**config.mk**
```make
export PLATFORM = sky130hd
export DESIGN_NAME = data_memory_arbiter
export DESIGN_NICKNAME = d
export VERILOG_FILES = /design/src/rtl/data_memory_arbiter.sv
export SDC_FILE = /design/constraint.sdc
export NUM_CORES = 1
export LEC_CHECK = 0
export CELL_PAD_IN_SITES_DETAIL_PLACEMENT = 0
export CELL_PAD_IN_SITES_GLOBAL_PLACEMENT = 1
export CORE_UTILIZATION = 24
export DETAILED_ROUTE_END_ITERATION = 8
export PLACE_DENSITY = 0.85
export SLEW_MARGIN = 20
export SYNTH_ARGS = -nofsm -noshare
export SYNTH_HDL_FRONTEND = slang
export SYNTH_SLANG_ARGS = --single-unit
export TNS_END_PERCENT = 30
```
**constraint.sdc**
```tcl
create_clock -name in_clk -period 4.87 [get_ports in_clk]
set_clock_uncertainty 0.1 [all_clocks]
set_input_delay 0.974 -clock in_clk [delete_from_list [all_inputs] [get_ports in_clk]]
set_output_delay 0.974 -clock in_clk [all_outputs]
set_load 0.02 [all_outputs]
```
**src/rtl/data_memory_arbiter.sv**
```systemverilog
// Two-port arbiter in front of a single-ported data memory: port 0 (core) has fixed
// priority, port 1 (DMA/debug) is guaranteed service after max_wait denied cycles.
module data_memory_arbiter #(
    parameter int n_bit       = 31,
    parameter int memory_size = 2047,
    parameter int max_wait    = 4
) (
    input  logic             in_clk,
    input  logic             in_reset,
    input  logic             in_req0,
    input  logic             in_req1,
    input  logic             in_we0,
    input  logic             in_we1,
    input  logic [n_bit:0]   in_addr0,
    input  logic [n_bit:0]   in_addr1,
    input  logic [n_bit:0]   in_wdata0,
    input  logic [n_bit:0]   in_wdata1,
    output logic             out_gnt0,
    output logic             out_gnt1,
    output logic [n_bit:0]   out_rdata0,
    output logic [n_bit:0]   out_rdata1,
    output logic             out_valid0,
    output logic             out_valid1,
    output logic             out_mem_we,
    output logic [n_bit:0]   out_mem_addr,
    output logic [n_bit:0]   out_mem_write_data,
    input  logic [n_bit:0]   in_mem_read_data,
    output logic             out_err
);

    localparam int               cnt_w    = (max_wait < 1) ? 1 : $clog2(max_wait + 1);
    localparam logic [cnt_w-1:0] wait_max = cnt_w'(max_wait);
    localparam logic [n_bit:0]   addr_max = (n_bit + 1)'(memory_size);

    logic [cnt_w-1:0] wait_cnt;
    logic             force1;
    logic             oor0;
    logic             oor1;

    always_comb begin
        force1             = in_req1 && (wait_cnt == wait_max);
        oor0               = in_addr0 > addr_max;
        oor1               = in_addr1 > addr_max;
        out_gnt0           = !in_reset && in_req0 && !force1;
        out_gnt1           = !in_reset && in_req1 && (!in_req0 || force1);
        out_mem_we         = 1'b0;
        out_mem_addr       = '0;
        out_mem_write_data = '0;
        // Out-of-range accesses still present their address, but never write.
        if (out_gnt0) begin
            out_mem_we         = in_we0 && !oor0;
            out_mem_addr       = in_addr0;
            out_mem_write_data = in_wdata0;
        end else if (out_gnt1) begin
            out_mem_we         = in_we1 && !oor1;
            out_mem_addr       = in_addr1;
            out_mem_write_data = in_wdata1;
        end
    end

    always_ff @(posedge in_clk or posedge in_reset) begin
        if (in_reset) begin
            out_rdata0 <= '0;
            out_rdata1 <= '0;
            out_valid0 <= 1'b0;
            out_valid1 <= 1'b0;
            out_err    <= 1'b0;
            wait_cnt   <= '0;
        end else begin
            out_valid0 <= out_gnt0;
            out_valid1 <= out_gnt1;
            if (out_gnt0 && !in_we0) begin
                out_rdata0 <= oor0 ? '0 : in_mem_read_data;
            end
            if (out_gnt1 && !in_we1) begin
                out_rdata1 <= oor1 ? '0 : in_mem_read_data;
            end
            if ((out_gnt0 && oor0) || (out_gnt1 && oor1)) begin
                out_err <= 1'b1;
            end
            // Starvation counter saturates; any port-1 grant restarts it.
            if (out_gnt1) begin
                wait_cnt <= '0;
            end else if (in_req1 && (wait_cnt < wait_max)) begin
                wait_cnt <= wait_cnt + 1'b1;
            end
        end
    end

endmodule

```
==> results of run 1 <==
-- cell families after synthesis --
kind of cell             after synthesis  share of synthesized area, %
AO/OA/AOI/OAI                        134                          33.2
AND/OR/NAND/NOR                       92                          11.4
flip-flops                            70                          50.1
buffers and inverters                 38                          4.37
adder cells (fa/ha/maj)                2                         0.715
XOR/XNOR                               1                         0.250
-- report_power, final --
group          leakage (uW)  switching (uW)  internal [uW]
clock network      0.000137             249            412
logic               0.00159             246            277
registers          0.000967            9.84            595
total               0.00270             505           1280
-- routing by layer --
| layer | track usage [%] | share of wire [%] | up-vias |
|---|---|---|---|
| li1 | - | - | 1864 |
| met1 | 22.2 | 36 | 2006 |
| met2 | 38.7 | 53 | 184 |
| met3 | 4.41 | 6.5 | 33 |
| met4 | 12.7 | 4.7 | 0 |
| met5 | 0 | 0 | - |
-- critical path: stages --
cell	delay (ps)
clkdlybuf4s50_1	420
or4_1	510
or4_1	530
o22ai_1	200
clkdlybuf4s50_1	650
-- synthesized netlist by cell type --
cell type / count
dfrtp_1: 70
nand2_1: 67
a22o_1: 64
o2bb2ai_1: 64
clkbuf_1: 24
buf_2: 8
nor4_1: 7
inv_1: 4
nor2_1: 4
or4_1: 4
a21oi_1: 3
nand2b_1: 3
nor3_1: 3
buf_1: 2
ha_1: 2
nand4_1: 2
a211oi_1: 1
a221o_1: 1
and3_1: 1
nor2b_1: 1
o22ai_1: 1
xnor2_1: 1
-- stage by stage --
step | instance area (um^2) | setup WS [ps] | total power [uW]
2_1_floorplan | 3500 | 1210 | 825
3_3_place_gp | 6720 | 515 | 1130
3_5_place_dp | 6720 | 504 | 1140
4_1_cts | 7020 | 502 | 1810
5_1_grt | 7020 | 448 | 1860
6_report | 7020 | 511 | 1790
-- sequential cells by signal, summed over array words and instances (netlist names) --
register / cells
out_err: 1
out_rdata0: 32
out_rdata1: 32
out_valid0: 1
out_valid1: 1
wait_cnt: 3
-- layout make-up --
class	instances	area (um^2)	area share [%]
clock buffers	10	239	3.40
clock inverters	6	68.8	0.980
flip-flops and latches	70	1750	24.9
well taps	180	225	3.21
repair buffers	308	3100	44.1
multi-input cells	229	1630	23.2
inverters	4	15.0	0.214
-- path summary, 6_finish.rpt --
check | startpoint | end | cells after the start
hold reg to reg | out_rdata1[10] | out_rdata1[10] | 1
hold / removal | out_rdata1[10] | out_rdata1[10] | 1
min in group asynchronous | in_reset | wait_cnt[2] | 2
setup / recovery | in_addr0[27] | out_mem_we | 5
setup reg to reg | wait_cnt[0] | out_rdata0[8] | 8
max in group asynchronous | in_reset | out_rdata0[14] | 3
==> metrics.log, run 1 <==
[metrics] outcome: completed
[metrics] top cells by area, synth: dfrtp_1 (50%), a22o_1 (16%), o2bb2ai_1 (16%), nand2_1 (7.2%), clkbuf_1 (2.6%)
[metrics] final count of pins violating max slew: 0
[metrics] die height: 123 um
[metrics] Startpoint Class: input pin
[metrics] fraction of the yosys area taken by sequential cells: 50.1%
[metrics] detailed-route via count: just over 4,000
[metrics] final-report setup violation count: 0
[metrics] count of antenna diodes in the layout: 0
[metrics] synthesized net count: 505
[metrics] Cells after DPL: 791
[metrics] type of the worst setup path: input pin to output port
[metrics] CTS hold repair buffers: 0
[metrics] Fmax: 229 MHz
[metrics] total of max-cap violations: 0
[metrics] class of the most critical hold timing path: register to register
[metrics] clock edge transition at the registers on the reported setup and hold paths: 50 ps
[metrics] number of synthesized register bits: 70
[metrics] Worst Max-Slew Pin Slew: between 800 and 900 ps
[metrics] H-tree lvl count: 3
[metrics] Gates resized, CTS repair: 0
[metrics] via count of the first global-routing pass: 4,163
[metrics] number of antenna violations at the first check in global routing: 0
[metrics] Critical Path Sink Type: output port
[metrics] maximum root-to-sink buffer count: 2
[metrics] TritonCTS Buffers: 9
[metrics] Yosys cell types: 22
[metrics] Die W: 123 um
[metrics] Remaining DRCs: 0
[metrics] Hold Violations, Final: 0
[metrics] Starting Density: 24.9%
[metrics] number of nets in the layout: 790
[metrics] most common library cell in the layout ignoring fill and taps: clkdlybuf4s50_1
[metrics] first-pass GRT wire length: 23,400 um
[metrics] cell area power density: 255 nW/um^2
[metrics] tightest hold margin: 386 ps
[metrics] leak pwr: 0.00270 uW
[metrics] critical path data required time: 3800 ps
[metrics] final-layout setup total negative slack: 0 ps
[metrics] buffers inserted by post-CTS timing repair: 0
[metrics] Core Util, Final: approximately half
[metrics] non-filler cells, final: just over 800
[metrics] combined area of all synthesized cells: 3500 um^2
[metrics] I/O Pins: 300
[metrics] Yosys Warn Count: 0
[metrics] Port-buffer cells: 299
[metrics] post-synthesis cell count: ~340
[metrics] TritonRoute pass-1 iters: 4
[metrics] average instance area after synthesis: 10.4 um^2
[metrics] Wirelength per Cell: ~20 um
[metrics] internal reg-to-reg setup slack: 2350 ps
[metrics] worst relative slew slack: approximately 40%
[metrics] gp weighted congestion: 0.844
[metrics] CTS root buffer: clkbuf_16
[metrics] overall routing resource usage: between 20% and 30%
[metrics] fraction of layout cells with a size suffix above 1: 4.94%
[metrics] post-route ant nets: 0
[metrics] total gr overflow: 0
[metrics] clk sinks: 70
[metrics] Final Cycle Share: between 80 and 90%
[metrics] portion of synthesized cell area occupied by the leading cell type: between 50% and 60%
[metrics] die outline area: between 15,000 and 20,000 um^2
[metrics] number of rows in the core area: 43
[metrics] Clock Latency Late Sink: 330 ps
[metrics] number of filler cells placed in the layout: around 1,300
[metrics] pin count of the biggest net entering global routing: 73
[metrics] Period minus WS final: 4360 ps
[metrics] RSZ-0062 raised after global routing: no
[metrics] crit path max fanout: 2
[metrics] Core Region: roughly 14,000 um^2
[metrics] peak supply drop: about 0.15 mV
[metrics] TritonCTS clock tree: yes
[metrics] number of DRC markers after the initial detailed-route iteration: 203
[metrics] total wirelength of the detailed-routed design: ~16,000 um
[metrics] most frequent cells in the layout: clkdlybuf4s50_1 (298), dfrtp_1 (70), nand2_1 (67), o2bb2ai_1 (64), a22o_1 (64)
[metrics] area delta synth->final: 101%
[metrics] largest area contributor in the synthesized netlist: dfrtp_1
[metrics] vias per cell: 5.06
[metrics] detailed-placement wirelength estimate: 12,700 um
[metrics] data arrival at the endpoint of the critical path: 3290 ps
No activity file was read; power rests on OpenSTA's default activity.
==> run 2: changes to the inputs <==
Settings changed: CORE_MARGIN set to 2.
==> run 2 against run 1 <==
Against the previous run: die area increased by 3.3%; critical path depth is the same; clock-buffer cell count grew 1; sequential share of layout area fell by 0.20 points; register-to-register slack improved by 170 ps; first-iteration DRC count grew 37%; non-clock buffer count up 1; setup slack worse by 72 ps; largest cell class unchanged.
==> metrics.log, run 2 (same netlist as run 1, synthesis figures left out) <==
[metrics] outcome: completed
[metrics] Gates resized, CTS repair: 0 (unchanged)
[metrics] RSZ-0062 raised after global routing: no
[metrics] Startpoint Class: input pin
[metrics] total wirelength of the detailed-routed design: 16,800 um (+3.0%)
[metrics] Die W: 125 um (+1.6%)
[metrics] die outline area: 15,600 um^2 (+3.3%)
[metrics] clk sinks: 70 (unchanged)
[metrics] most frequent cells in the layout: clkdlybuf4s50_1 (293), dfrtp_1 (70), nand2_1 (67), o2bb2ai_1 (64), a22o_1 (64)
[metrics] final count of pins violating max slew: 0 (unchanged)
[metrics] post-route ant nets: 0 (unchanged)
[metrics] TritonCTS clock tree: yes
[metrics] total of max-cap violations: 0 (unchanged)
[metrics] detailed-placement wirelength estimate: 13,300 um (+4.9%)
[metrics] most common library cell in the layout ignoring fill and taps: clkdlybuf4s50_1
[metrics] maximum root-to-sink buffer count: 2 (unchanged)
[metrics] type of the worst setup path: input pin to output port
[metrics] critical path data required time: 3800 ps (about the same)
[metrics] peak supply drop: 0.169 mV (+12%)
[metrics] TritonCTS Buffers: 9 (unchanged)
[metrics] data arrival at the endpoint of the critical path: 3360 ps (+70 ps)
[metrics] CTS root buffer: clkbuf_16
[metrics] buffers inserted by post-CTS timing repair: 0 (unchanged)
[metrics] worst relative slew slack: 46.6% (+5.4 points)
[metrics] die height: 125 um (+1.6%)
[metrics] Fmax: 226 MHz (-1.6%)
[metrics] Clock Latency Late Sink: 330 ps (about the same)
[metrics] Worst Max-Slew Pin Slew: 799 ps (-81.6 ps)
[metrics] Final Cycle Share: 91.0% (+1.5 points)
[metrics] Wirelength per Cell: 20.6 um (+2.2%)
[metrics] gp weighted congestion: 0.886 (+5.0%)
[metrics] Period minus WS final: 4430 ps (+71.5 ps)
[metrics] overall routing resource usage: 21.0% (-0.22 points)
[metrics] Core Region: 14,400 um^2 (+2.3%)
[metrics] final total power: 1850 uW (+3.6%)
[metrics] detailed-route via count: 4,082 (-0.12%)
[metrics] pin count of the biggest net entering global routing: 71 (-2.7%)
[metrics] area delta synth->final: 102%
[metrics] final-report setup violation count: 0 (unchanged)
[metrics] CTS hold repair buffers: 0 (unchanged)
[metrics] final-layout setup total negative slack: 0 ps (unchanged)
[metrics] total gr overflow: 0 (unchanged)
[metrics] leak pwr: 0.00274 uW (+1.7%)
[metrics] H-tree lvl count: 3 (unchanged)
[metrics] Placed Area: 6750 um^2 (+0.56%)
[metrics] Largest regs: out_rdata0: 32 flops, out_rdata1: 32 flops, wait_cnt: 3 flops
[metrics] clock edge transition at the registers on the reported setup and hold paths: 50 ps (about the same)
[metrics] first-pass GRT wire length: 25,100 um (+7.7%)
[metrics] vias per cell: 5.02 (-0.86%)
[metrics] Starting Density: 24.3% (-0.57 points)
[metrics] number of antenna violations at the first check in global routing: 2 (+2)
[metrics] Hold Violations, Final: 0 (unchanged)
[metrics] I/O Pins: 300 (unchanged)
[metrics] crit path max fanout: 2 (unchanged)
[metrics] number of rows in the core area: 44 (+2.3%)
[metrics] number of nets in the layout: 791 (+0.13%)
[metrics] TritonRoute pass-1 iters: 5 (+1)
[metrics] via count of the first global-routing pass: 4,292 (+3.1%)
[metrics] cell area after layout: 7080 um^2 (+0.82%)
[metrics] cell area power density: 262 nW/um^2 (+2.8%)
[metrics] number of DRC markers after the initial detailed-route iteration: 279 (+37%)
[metrics] fraction of layout cells with a size suffix above 1: 5.73% (+0.79 points)
[metrics] Critical Path Sink Type: output port
[metrics] Remaining DRCs: 0 (unchanged)
[metrics] class of the most critical hold timing path: register to register
[metrics] Port-buffer cells: 299 (unchanged)
==> run 2: cell count changes in the layout (fill, tap and decap cells not counted), sizes merged, moves of 3 or more <==
cell	before	now
buf	10	16
clkdlybuf4s50	298	293
clkinv	0	3
clkinvlp	4	0
==> run 2: routing by layer <==
layer	part of all wire, %	track usage [%]	vias to the layer above
li1	-	-	1865
met1	38	23.6	1970
met2	50	36.4	210
met3	8.7	6.49	35
met4	3.5	9.05	2
met5	0.078	0	-
==> run 2: area by class of cell <==
type	count	area, um^2
diodes	1	2.50
clock buffers	11	243
clock inverters	5	82.6
fillers	1309	7290
inverters	4	15.0
multi-input cells	229	1630
flip-flops and latches	70	1750
well taps	184	230
repair buffers	309	3130
==> run 2: path summary, 6_finish.rpt <==
path,startpoint,endpoint,slack (ps),depth (start not counted)
worst max-delay path,in_addr0[27],out_mem_we,440,5
worst min-delay path,out_rdata1[1],out_rdata1[1],380,1
worst min register to register,out_rdata1[1],out_rdata1[1],380,1
max in group asynchronous,in_reset,out_rdata0[3],2590,3
worst max register to register,wait_cnt[0],out_rdata0[14],2520,8
min in group asynchronous,in_reset,wait_cnt[1],1140,2
==> run 2: critical path, stage by stage <==
cell and delay [ps]:
clkdlybuf4s50_1 410, or4_1 520, or4_1 530, o22ai_1 200, clkdlybuf4s50_1 720
==> run 2: metrics by stage <==
step / setup slack (ps) / hold WS, ps / util, % / instances
after floorplan: 1210 / 399 / - / 337
after global routing: 403 / 403 / 49.3 / 812
after CTS: 415 / 390 / 49.3 / 812
after global placement: 422 / 368 / 47.0 / 796
after detailed placement: 415 / 372 / 47.0 / 796
final: 439 / 384 / 49.3 / 813
==> run 2: where the power goes <==
part | switching, uW | internal, uW | total, uW
Combinational | 252 | 283 | 535
Sequential | 9.67 | 595 | 604
Clock | 251 | 463 | 714
Total | 512 | 1340 | 1850
==> run 3: changes to the inputs <==
--- a/config.mk
+++ b/config.mk
@@ -12,3 +12,5 @@
 export DETAILED_ROUTE_END_ITERATION = 8
+export MAX_ROUTING_LAYER = met4
 export PLACE_DENSITY = 0.85
+export RECOVER_POWER = 100
 export SLEW_MARGIN = 20
--- a/constraint.sdc
+++ b/constraint.sdc
@@ -4,2 +4,2 @@
 set_output_delay 0.974 -clock in_clk [all_outputs]
-set_load 0.02 [all_outputs]
+set_load 0.005 [all_outputs]
==> run 3 against run 2 <==
Against the previous run: the flow now finishes with violations (capacitance limit, slew limit); core utilization shrank 0.51 points; cell count increased by 0.49%; total power is 8.8% lower; setup slack worse by 92 ps; routed wire length fell by 1.2%; critical endpoint is now out_mem_write_data[12]; largest power group unchanged.
==> metrics.log, run 3 (same netlist as run 1, synthesis figures left out) <==
[metrics] failing checks: capacitance limit, slew limit
[metrics] Startpoint Class: input pin
[metrics] pin count of the biggest net entering global routing: 41 (-42%)
[metrics] gp weighted congestion: 0.898 (+1.3%)
[metrics] most frequent cells in the layout: clkdlybuf4s50_1 (166), dlygate4sd3_1 (133), dfrtp_1 (70), nand2_1 (67)
[metrics] clk sinks: 70 (unchanged)
[metrics] cell area power density: 241 nW/um^2 (-7.8%)
[metrics] cell-by-cell trace of the critical path: dlygate4sd3_1 -> inv_1 -> nor3_1 -> buf_4 -> a22o_1 -> dlygate4sd3_1
[metrics] type of the worst setup path: input pin to output port
[metrics] Worst Min Path Start: out_rdata1[3]
[metrics] crit path max fanout: 38 (+36)
[metrics] Gates resized, CTS repair: 0 (unchanged)
[metrics] number of nets in the layout: 792 (+0.13%)
[metrics] CTS root buffer: clkbuf_16
[metrics] detailed-placement wirelength estimate: 13,400 um (+0.82%)
[metrics] via count of the first global-routing pass: 4,240 (-1.2%)
[metrics] detailed-route via count: 4,095 (+0.32%)
[metrics] critical path data required time: 3800 ps (about the same)
[metrics] TritonRoute pass-1 iters: 4 (-1)
[metrics] I/O Pins: 300 (unchanged)
[metrics] pre-CTS setup slack: 542 ps (+127 ps)
[metrics] Hold Violations, Final: 0 (unchanged)
[metrics] RSZ-0062 raised after global routing: no
[metrics] clock edge transition at the registers on the reported setup and hold paths: 60 ps (about the same)
[metrics] Period minus WS final: 4520 ps (+91.5 ps)
[metrics] die height: 125 um (unchanged)
[metrics] highest cell delay on the worst timing path: 670 ps (-50 ps)
[metrics] number of filler cells placed in the layout: 1,304 (-0.38%)
[metrics] number of rows in the core area: 44 (unchanged)
[metrics] area delta synth->final: 100%
[metrics] fraction of layout cells with a size suffix above 1: 4.29% (-1.4 points)
[metrics] peak supply drop: 0.160 mV (-5.4%)
[metrics] total of max-cap violations: 3 (+3)
[metrics] worst setup path start: in_req0
[metrics] CTS hold repair buffers: 0 (unchanged)
[metrics] Final Cycle Share: 92.9% (+1.9 points)
[metrics] most common library cell in the layout ignoring fill and taps: clkdlybuf4s50_1
[metrics] post-route ant nets: 0 (unchanged)
[metrics] data arrival at the endpoint of the critical path: 3450 ps (+90 ps)
[metrics] Die W: 125 um (unchanged)
[metrics] buffers inserted by post-CTS timing repair: 0 (unchanged)
[metrics] Critical Path Sink Type: output port
[metrics] Wirelength per Cell: 20.3 um (-1.7%)
[metrics] class of the most critical hold timing path: register to register
[metrics] crit path setup slack, layout: 348 ps (-91.5 ps)
[metrics] number of DRC markers after the initial detailed-route iteration: 257 (-7.9%)
[metrics] TritonCTS clock tree: yes
[metrics] final-report setup violation count: 0 (unchanged)
[metrics] Largest regs: out_rdata0: 32 flops, out_rdata1: 32 flops, wait_cnt: 3 flops
[metrics] TritonCTS Buffers: 9 (unchanged)
[metrics] Core Region: 14,400 um^2 (unchanged)
[metrics] leak pwr: 0.00308 uW (+12%)
[metrics] maximum root-to-sink buffer count: 2 (unchanged)
[metrics] number of antenna violations at the first check in global routing: 4 (+2)
[metrics] Fmax: 221 MHz (-2.0%)
[metrics] Placed Area: 6710 um^2 (-0.59%)
[metrics] standard cell with the maximum stage delay on the critical path: dlygate4sd3_1
[metrics] worst relative slew slack: -13.4% (-60 points)
[metrics] total wirelength of the detailed-routed design: 16,600 um (-1.2%)
[metrics] vias per cell: 5.01 (-0.17%)
[metrics] final total power: 1690 uW (-8.8%)
[metrics] total gr overflow: 0 (unchanged)
[metrics] Port-buffer cells: 299 (unchanged)
[metrics] Clock Latency Late Sink: 320 ps (about the same)
[metrics] Remaining DRCs: 0 (unchanged)
[metrics] die outline area: 15,600 um^2 (unchanged)
[metrics] critical path's most frequent cell: dlygate4sd3_1
[metrics] final-layout setup total negative slack: 0 ps (unchanged)
[metrics] Worst Max-Slew Pin Slew: 1700 ps (+901 ps)
[metrics] cell area after layout: 7010 um^2 (-1.0%)
[metrics] final count of pins violating max slew: 107 (+107)
[metrics] H-tree lvl count: 3 (unchanged)
[metrics] first-pass GRT wire length: 25,200 um (+0.11%)
[metrics] Starting Density: 24.3% (unchanged)
[metrics] outcome: finished, violations left
[metrics] overall routing resource usage: 21.6% (+0.60 points)
[metrics] r2r startpoint: wait_cnt[0]
## run 3: cell types whose count changed in the layout (fill, tap and decap cells not counted), sizes merged
| cell | delta |
|---|---|
| bufinv | -1 |
| dlygate4sd3 | +133 |
| clkinv | +1 |
| clkbuf | +2 |
| diode | +3 |
| buf | -8 |
| clkdlybuf4s50 | -127 |
| clkinvlp | +1 |
## run 3: layout make-up
type                            instances  area (um^2)  share of cell area (%)
Timing Repair Buffer                  310         3080                    43.9
Sequential cell                        70         1750                    25.0
Multi-Input combinational cell        229         1620                    23.2
Clock buffer                           10          239                    3.41
Tap cell                              184          230                    3.29
Clock inverter                          6         61.3                   0.875
Inverter                                4         15.0                   0.214
Antenna cell                            4         10.0                   0.143
## run 3: through the flow
| step | utilization, % | hold WS [ps] | cells |
|---|---|---|---|
| 6_report | 48.8 | 378 | 817 |
| 5_1_grt | 48.8 | 395 | 817 |
| 4_1_cts | 48.8 | 387 | 813 |
| 3_5_place_dp | 46.7 | 370 | 797 |
| 3_3_place_gp | 46.7 | 369 | 797 |
| 2_1_floorplan | - | 372 | 337 |
## run 3: final timing paths
kind                            slack, ps  cells after the start                endpoint
worst max-delay path                  350                      6  out_mem_write_data[12]
worst min-delay path                  380                      1           out_rdata1[3]
worst max register to register       2040                      8          out_rdata0[14]
worst min register to register        380                      1           out_rdata1[3]
max in group asynchronous             900                      3          out_rdata0[15]
min in group asynchronous            1560                      2             wait_cnt[1]
## run 3: critical path, delay by kind of cell
kind            cells  cell delay [ps]
compound gates      1              220
buf+inv             4             1810
simple gates        1              440
## run 3: power by group
group | leakage, uW | switching (uW) | internal (uW)
logic | 0.00197 | 181 | 254
registers | 0.000967 | 10.3 | 595
clock network | 0.000148 | 242 | 408
total | 0.00308 | 433 | 1260
## run 3: routing by layer
layer	global-route usage (%)	up-vias	routed length [um]	share of wire (%)
met3	6.23	32	1280	7.7
met1	24.6	1972	6540	39
li1	-	1872	-	-
met2	36.2	219	8270	50
met4	7.53	0	479	2.9
met5	-	-	0	0
